[src/rtl/instruction_sequencer.sv]
// instruction_sequencer: multi-cycle fetch/decode/execute/memory/write-back control FSM
// holding PC and IR, with bounded memory handshakes and a sticky fault state.
module instruction_sequencer #(
    parameter int unsigned         PC_WIDTH      = 32,
    parameter logic [PC_WIDTH-1:0] PC_RESET      = '0,
    parameter int unsigned         MEM_TIMEOUT   = 15,
    parameter logic [15:0]         RETIRED_RESET = 16'h0000
) (
    input  logic                Clock,
    input  logic                Reset,
    input  logic                Run,
    output logic                Fetch_Req,
    input  logic                Fetch_Ack,
    input  logic [31:0]         Fetch_Data,
    output logic [PC_WIDTH-1:0] PC,
    output logic [31:0]         IR,
    input  logic                NOP_FLAG,
    input  logic                IFNR_FLAG,
    input  logic [1:0]          Instruction_Format,
    input  logic [5:0]          Instruction_OP_Code,
    input  logic [25:0]         Instruction_Immediate,
    output logic                ALU_Start,
    output logic                Mem_Req,
    output logic                Mem_Write,
    input  logic                Mem_Ack,
    output logic                RegFile_Write_En,
    output logic                Fault,
    output logic [2:0]          State,
    output logic [15:0]         Retired_Count
);
    typedef enum logic [2:0] {
        IDLE   = 3'd0,
        FETCH  = 3'd1,
        DECODE = 3'd2,
        EXEC   = 3'd3,
        MEM    = 3'd4,
        WB     = 3'd5,
        FAULT  = 3'd6
    } state_t;

    localparam logic [5:0] OP_STORE = 6'b100011;
    localparam logic [7:0] WAIT_MAX = 8'(MEM_TIMEOUT);

    state_t              state_q, state_d;
    logic [PC_WIDTH-1:0] pc_q, pc_d;
    logic [31:0]         ir_q, ir_d;
    logic [15:0]         retired_q, retired_d;
    logic [7:0]          wait_q, wait_d;
    logic                retire;
    logic                is_store;

    assign is_store      = Instruction_OP_Code == OP_STORE;
    assign PC            = pc_q;
    assign IR            = ir_q;
    assign State         = state_q;
    assign Retired_Count = retired_q;

    always_ff @(posedge Clock or posedge Reset) begin
        if (Reset) begin
            state_q   <= IDLE;
            pc_q      <= PC_RESET;
            ir_q      <= '0;
            retired_q <= RETIRED_RESET;
            wait_q    <= '0;
        end else begin
            state_q   <= state_d;
            pc_q      <= pc_d;
            ir_q      <= ir_d;
            retired_q <= retired_d;
            wait_q    <= wait_d;
        end
    end

    // Wait counter is zero outside FETCH/MEM, so every entry into those states starts from 0.
    always_comb begin
        state_d   = state_q;
        pc_d      = pc_q;
        ir_d      = ir_q;
        retired_d = retired_q;
        wait_d    = '0;
        retire    = 1'b0;
        case (state_q)
            IDLE:   state_d = Run ? FETCH : IDLE;
            FETCH: begin
                if (Fetch_Ack) begin
                    ir_d    = Fetch_Data;
                    pc_d    = pc_q + PC_WIDTH'(4);
                    state_d = DECODE;
                end else if (wait_q == WAIT_MAX) begin
                    state_d = FAULT;
                end else begin
                    wait_d = wait_q + 8'd1;
                end
            end
            DECODE: begin
                if (IFNR_FLAG) begin
                    state_d = FAULT;
                end else if (NOP_FLAG) begin
                    retire = 1'b1;
                end else if (Instruction_Format == 2'd0 || Instruction_Format == 2'd1) begin
                    state_d = EXEC;
                end else if (Instruction_Format == 2'd2) begin
                    pc_d   = PC_WIDTH'(Instruction_Immediate);
                    retire = 1'b1;
                end else begin
                    state_d = FAULT;
                end
            end
            EXEC:   state_d = (Instruction_Format == 2'd1) ? MEM : WB;
            MEM: begin
                if (Mem_Ack) begin
                    retire  = is_store;
                    state_d = WB;
                end else if (wait_q == WAIT_MAX) begin
                    state_d = FAULT;
                end else begin
                    wait_d = wait_q + 8'd1;
                end
            end
            WB:     retire = 1'b1;
            FAULT:  state_d = FAULT;
            default: state_d = FAULT;
        endcase
        if (retire) begin
            retired_d = retired_q + 16'd1;
            state_d   = Run ? FETCH : IDLE;
        end
    end

    always_comb begin
        Fetch_Req        = state_q == FETCH;
        ALU_Start        = state_q == EXEC;
        Mem_Req          = state_q == MEM;
        Mem_Write        = (state_q == MEM) && is_store;
        RegFile_Write_En = state_q == WB;
        Fault            = state_q == FAULT;
    end
endmodule

[config.mk]
export PLATFORM = sky130hd
export DESIGN_NAME = instruction_sequencer
export DESIGN_NICKNAME = d
export VERILOG_FILES = /design/src/rtl/instruction_sequencer.sv
export SDC_FILE = /design/constraint.sdc
export NUM_CORES = 1
export LEC_CHECK = 0
export ABC_AREA = 0
export BUFFER_PORTS_ARGS = -buffer_cell sky130_fd_sc_hd__buf_2
export CAP_MARGIN = 20
export CORE_MARGIN = 10
export CORE_UTILIZATION = 35
export CTS_CLUSTER_DIAMETER = 60
export CTS_CLUSTER_SIZE = 28
export DETAILED_ROUTE_END_ITERATION = 10
export RECOVER_POWER = 25
export SLEW_MARGIN = 15
export SYNTH_ARGS = -nofsm -noshare
export SYNTH_HDL_FRONTEND = slang
export SYNTH_SLANG_ARGS = --single-unit
[constraint.sdc]
create_clock -name Clock -period 3 [get_ports Clock]
set_clock_uncertainty 0.2 [all_clocks]
set_input_delay 0.6 -clock Clock [delete_from_list [all_inputs] [get_ports Clock]]
set_output_delay 0.6 -clock Clock [all_outputs]
set_load 0.005 [all_outputs]
Yosys cells after proc, flatten, opt, wreduce, memory -nomap -nowiden

Cells that the tools add are included.
Widths: inputs -> output; s select.

Output and inout port bits: 89
Word-level logic and storage cells: 61
Bits of input ports: 73
Register bits after elaboration: 91

Reduce and logical (&&, ||, !) cells: 8
Add/subtract/negate cells: 3
Eq/ne operators: 18
Muxes and demuxes: 27

Operator list:

| kind                  | number |
|---|---|
| $mux 32               | 5 |
| $pmux 32 s2           | 1 |
| $add 32x3->32 const B | 1 |
| $mux 3                | 8 |
| $mux 8                | 3 |
| $pmux 3 s6            | 1 |
| $add 16x1->16 const B | 1 |
| $pmux 8 s2            | 1 |
| $eq 3x3->1 const B    | 3 |
| $add 8x1->8 const B   | 1 |
| $eq 8x4->1 const B    | 1 |
| $ne 2x2->1 const B    | 4 |
| $mux 1                | 7 |
| $eq 3x2->1 const B    | 2 |
| $eq 6x6->1 const B    | 1 |
| $reduce_and 6->1      | 1 |
| $ne 5x5->1 const B    | 1 |
| $ne 2x1->1 const B    | 2 |
| $ne 4x4->1 const B    | 1 |
| $eq 3x1->1 const B    | 1 |
| $logic_not 3->1       | 1 |
| $pmux 1 s3            | 1 |
| $reduce_and 3->1      | 1 |
| $eq 2x1->1 const B    | 1 |
| other kinds (6)       | 6 |

Logic depth before layout (Yosys ltp)

Word-level depth: 8
Mapped depth: 8

Worst setup path after synthesis

No wires, ideal clock.

Path type: flip-flop to flip-flop
Start: register pc_q[2], in the netlist PC[2]
End: register pc_q[28], in the netlist PC[28]
Slack: 0.820 ns
Cell stages (with the launch flop): 7
Arrival: 1.860 ns
Library setup time: 0.120 ns
Path buffers: 0
Clock period less this slack: 2.180 ns
Path through: dfrtp_1 ha_1 and4_1 nand4_1 nor4b_2 a21oi_1 a31o_2

Word-level cells in the longest chain between the ends: 3

RTL lines:

| element                | RTL line | source |
|---|---|---|
| from (decl)            | 45       | `logic [PC_WIDTH-1:0] pc_q, pc_d;` |
| from (signal assigned) | 67       | `pc_q <= pc_d;` |
| $add 32x3->32          | 87       | `pc_d = pc_q + PC_WIDTH'(4);` |
| $mux 32                | 85       | `if (Fetch_Ack) begin` |
| $pmux 32 s2            | 82       | `case (state_q)` |

Every way passes these cells. The select of a mux whose other input is x is not followed.
A chain may end at the register's enable or synchronous reset.

Worst setup path in the final report

Start: register pc_q[2], in the netlist PC[2]
End: register pc_q[30], in the netlist PC[30]

Same word-level chain as after synthesis.

==> impl_results.md <==
* Outcome: finished clean
* Post-route minimum period at 2.509 ns
* Share of cells above drive strength 1 at 0.3762
* Setup repair bufs after CTS at 0
* Inserted Clock Buffers at 9
* Largest net degree at the start of global routing at ~90
* IO buf count at approximately 160
* Yosys warns at 0
* Async set or reset register ratio after synthesis at 1.000
* Die height at between 100 and 150 um
* Layout Utilization at 0.4584
* Core Region at 12670 um2
* Area growth syn-to-layout at 28.09%
* Clk slew on worst S/H paths at 0.06 ns
* Hold depth at 3
* Sequential share of the synthesized area at 0.5022
* Max-slew headroom at 0.1649
* Top cell type's share of synthesized area at 0.5022
* Drt drc at 0
* Reg-to-Reg Start: PC[2]
* Worst R2R Path Depth at 6
* CP endpoint kind: register
* Count leader, synth: dfrtp_1
* Max-Cap Viols at 0
* Worst hold slack at 0.2539 ns
* Number of diodes at 0
* WL final at between 10 and 15 mm
* Syn avg cell area at about 10 um2
* Cts repair resizes at 0
* Total grt overflow at 0
* Nets at a little under 700
* Die Area at roughly 18000 um2
* Fmax at about 0.4 GHz
* Main synth FF type: dfrtp_1
* CTS Sinks at 91
* CTS tree: yes
* Tightest Pin Transition at between 1 and 1.5 ns
* Row count at 41
* Number of global-route vias before repair at just over 4000
* Wire length per cell at roughly 17 um
* Setup Total Neg Slack at 0 ns
* Post-Synthesis Cells at approximately 440
* Crit-path slowest cell: nor4b_2
* Clk_lat worst skew at roughly 0.34 ns
* Count of final hold-check violations at 0
* Multi-input gate area at ~2100 um2
* CP Data Arrival Time at approximately 2.5 ns
* Synth area leader: dfrtp_1
* Unique masters post-synth at 57
* RSZ-0062 raised after global routing: no
* Crit-path max FO at 6
* # fillers at about 1200
* Hold_buf cts at 0
* Pwr/cell area at between 800 and 900 nW/um2
* Area contributors post-synth: dfrtp_1, mux2_2, a21oi_1
* Longest Clk Path Bufs at 2
* Tot Pwr at between 4 and 5 mW
* Vias at 4018
* Most frequent cells after synthesis: dfrtp_1, nand2_1, a21oi_1, mux2_2, nor2_1
* Worst min path class: input pin to register
* H-tree Lvls at 3
* Slew Limit Fails at 0
* Worst Path Required at 3.03 ns
* Post-route ant nets at 0
* Reg-to-Reg End: PC[30]
* Initial Util at 0.3579
* R2R setup slack at 0.49 ns
* Critical path's largest stage delay at around 0.56 ns
* Max rail drop VDD at roughly 0.00037 V
* Worst path cell trace: ha_1 > and4_1 > nand4_1 > nor4b_2 > a21oi_1 > a31o_2
* Startpoint Class: register
* DR pass1 iterations at 4
* GPL Wtd Cong at 0.8515
* Tot GR Track Use at 0.1459
* First-pass GRT wire length at approximately 22 mm
* DRT iter0 DRCs at approximately 200
* Hpwl dp at between 10 and 15 mm
* Reg area at approximately 2300 um2
* Flops & latches, synth at a little over 90
* Die Wd at 133.8 um
* Mapped cell area at about 4500 um2
* Worst hold start: Instruction_Immediate[0]
* Leak pwr at ~2.8 nW
* Vias per std cell at about 5.2
* Clock root cell: clkbuf_16
* Post-synth EDFFs at 0
* WS Path Type: register to register
* # IOs at ~160
* End of the worst hold path: PC[0]
* Final period util at 0.8365
* Syn Nets at 519
* Initial antenna violation count at 0
* Final setup fails at 0
[power breakdown]
part / total, mW / switching, mW / internal [mW] / leakage, nW
sequential: 2.08 / 0.415 / 1.67 / 1.16
clock: 1.07 / 0.484 / 0.584 / 0.131
combinational: 1.75 / 0.885 / 0.870 / 1.51
total: 4.91 / 1.78 / 3.12 / 2.80
[per-layer routing]
layer | vias up | routed length [um] | track usage
met1 | 1915 | 6199 | 0.1915
met4 | 0 | 112 | 0.04534
met3 | 10 | 1359 | 0.05676
met2 | 164 | 5591 | 0.2161
met5 | - | 0 | 0
li1 | 1929 | - | -
[worst max-delay path: cells and delay by family, from the launching register on]
family	cells	cell delay (ns)
compound gates	2	0.36
fa+ha+maj	1	0.25
flops	1	0.45
simple gates	3	1.14
[metrics by stage]
| stage | instance area, um2 | cells | worst slack [ns] |
|---|---|---|---|
| floorplan | 4538 | 443 | 0.8204 |
| global placement | 5545 | 763 | 0.4512 |
| detailed placement | 5545 | 763 | 0.4609 |
| CTS | 5822 | 778 | 0.4654 |
| global route | 5808 | 778 | 0.2779 |
| finish | 5808 | 778 | 0.4906 |
[registers in the layout, summed over array words and instances, names as in the netlist]
name	count
State	3
PC	32
Retired_Count	16
wait_q	8
IR	32
[cells by family (layout without fill, tap and decap cells)]
kind of cell / count (synthesis) / count (layout) / synth area share
AOI/OAI and AO/OA: 99 / 99 / 0.1443
xor gates and xnor gates: 21 / 21 / 0.04056
adders and majority gates: 3 / 3 / 0.008279
buffers and inverters: 32 / 195 / 0.02980
DFF: 91 / 91 / 0.5022
muxes: 34 / 34 / 0.08416
and+or+nand+nor: 163 / 163 / 0.1907
[worst max path at each step]
stage / cells past startpoint / slack, ns / start / endpoint
6_report: 6 / 0.49 / PC[2] / PC[30]
5_1_grt: 6 / 0.28 / PC[2] / PC[28]
4_1_cts: 6 / 0.47 / PC[2] / PC[30]
3_5_place_dp: 5 / 0.46 / Instruction_OP_Code[3] / Retired_Count[1]
3_3_place_gp: 5 / 0.45 / Instruction_OP_Code[2] / Retired_Count[1]
2_1_floorplan: 6 / 0.82 / PC[2] / PC[28]
[final cells by class]
| cell class | instances | share of cell area |
|---|---|---|
| clock buffer | 10 | 0.04115 |
| clock inverter | 5 | 0.006463 |
| inverter | 9 | 0.006463 |
| multi-input combinational | 320 | 0.3654 |
| sequential | 91 | 0.3921 |
| tap | 172 | 0.03705 |
| timing repair buffer | 171 | 0.1514 |
[cells in the final DEF (no fill, tap or decap), types with 3 or more instances in the layout]
cell type     n
a2bb2oi_1     9
nand3_1      19
nor2_1       32
a21oi_1      33
and4_1        5
xnor2_1      18
and3_1       15
dfrtp_1      91
nor3_1        3
o22ai_1      13
nand4_1      12
clkinvlp_4    3
xor2_1        3
buf_4         9
clkbuf_16     9
and2_1        8
nand2_1      44
o21ai_0      15
a31oi_1       3
inv_1         8
nor2b_1       3
o31ai_1       4
mux2_2       33
nand2b_1      5
or4_1         4
buf_2       160
a211o_1       3
ha_1          3
Power figures use the tool's default switching activity.
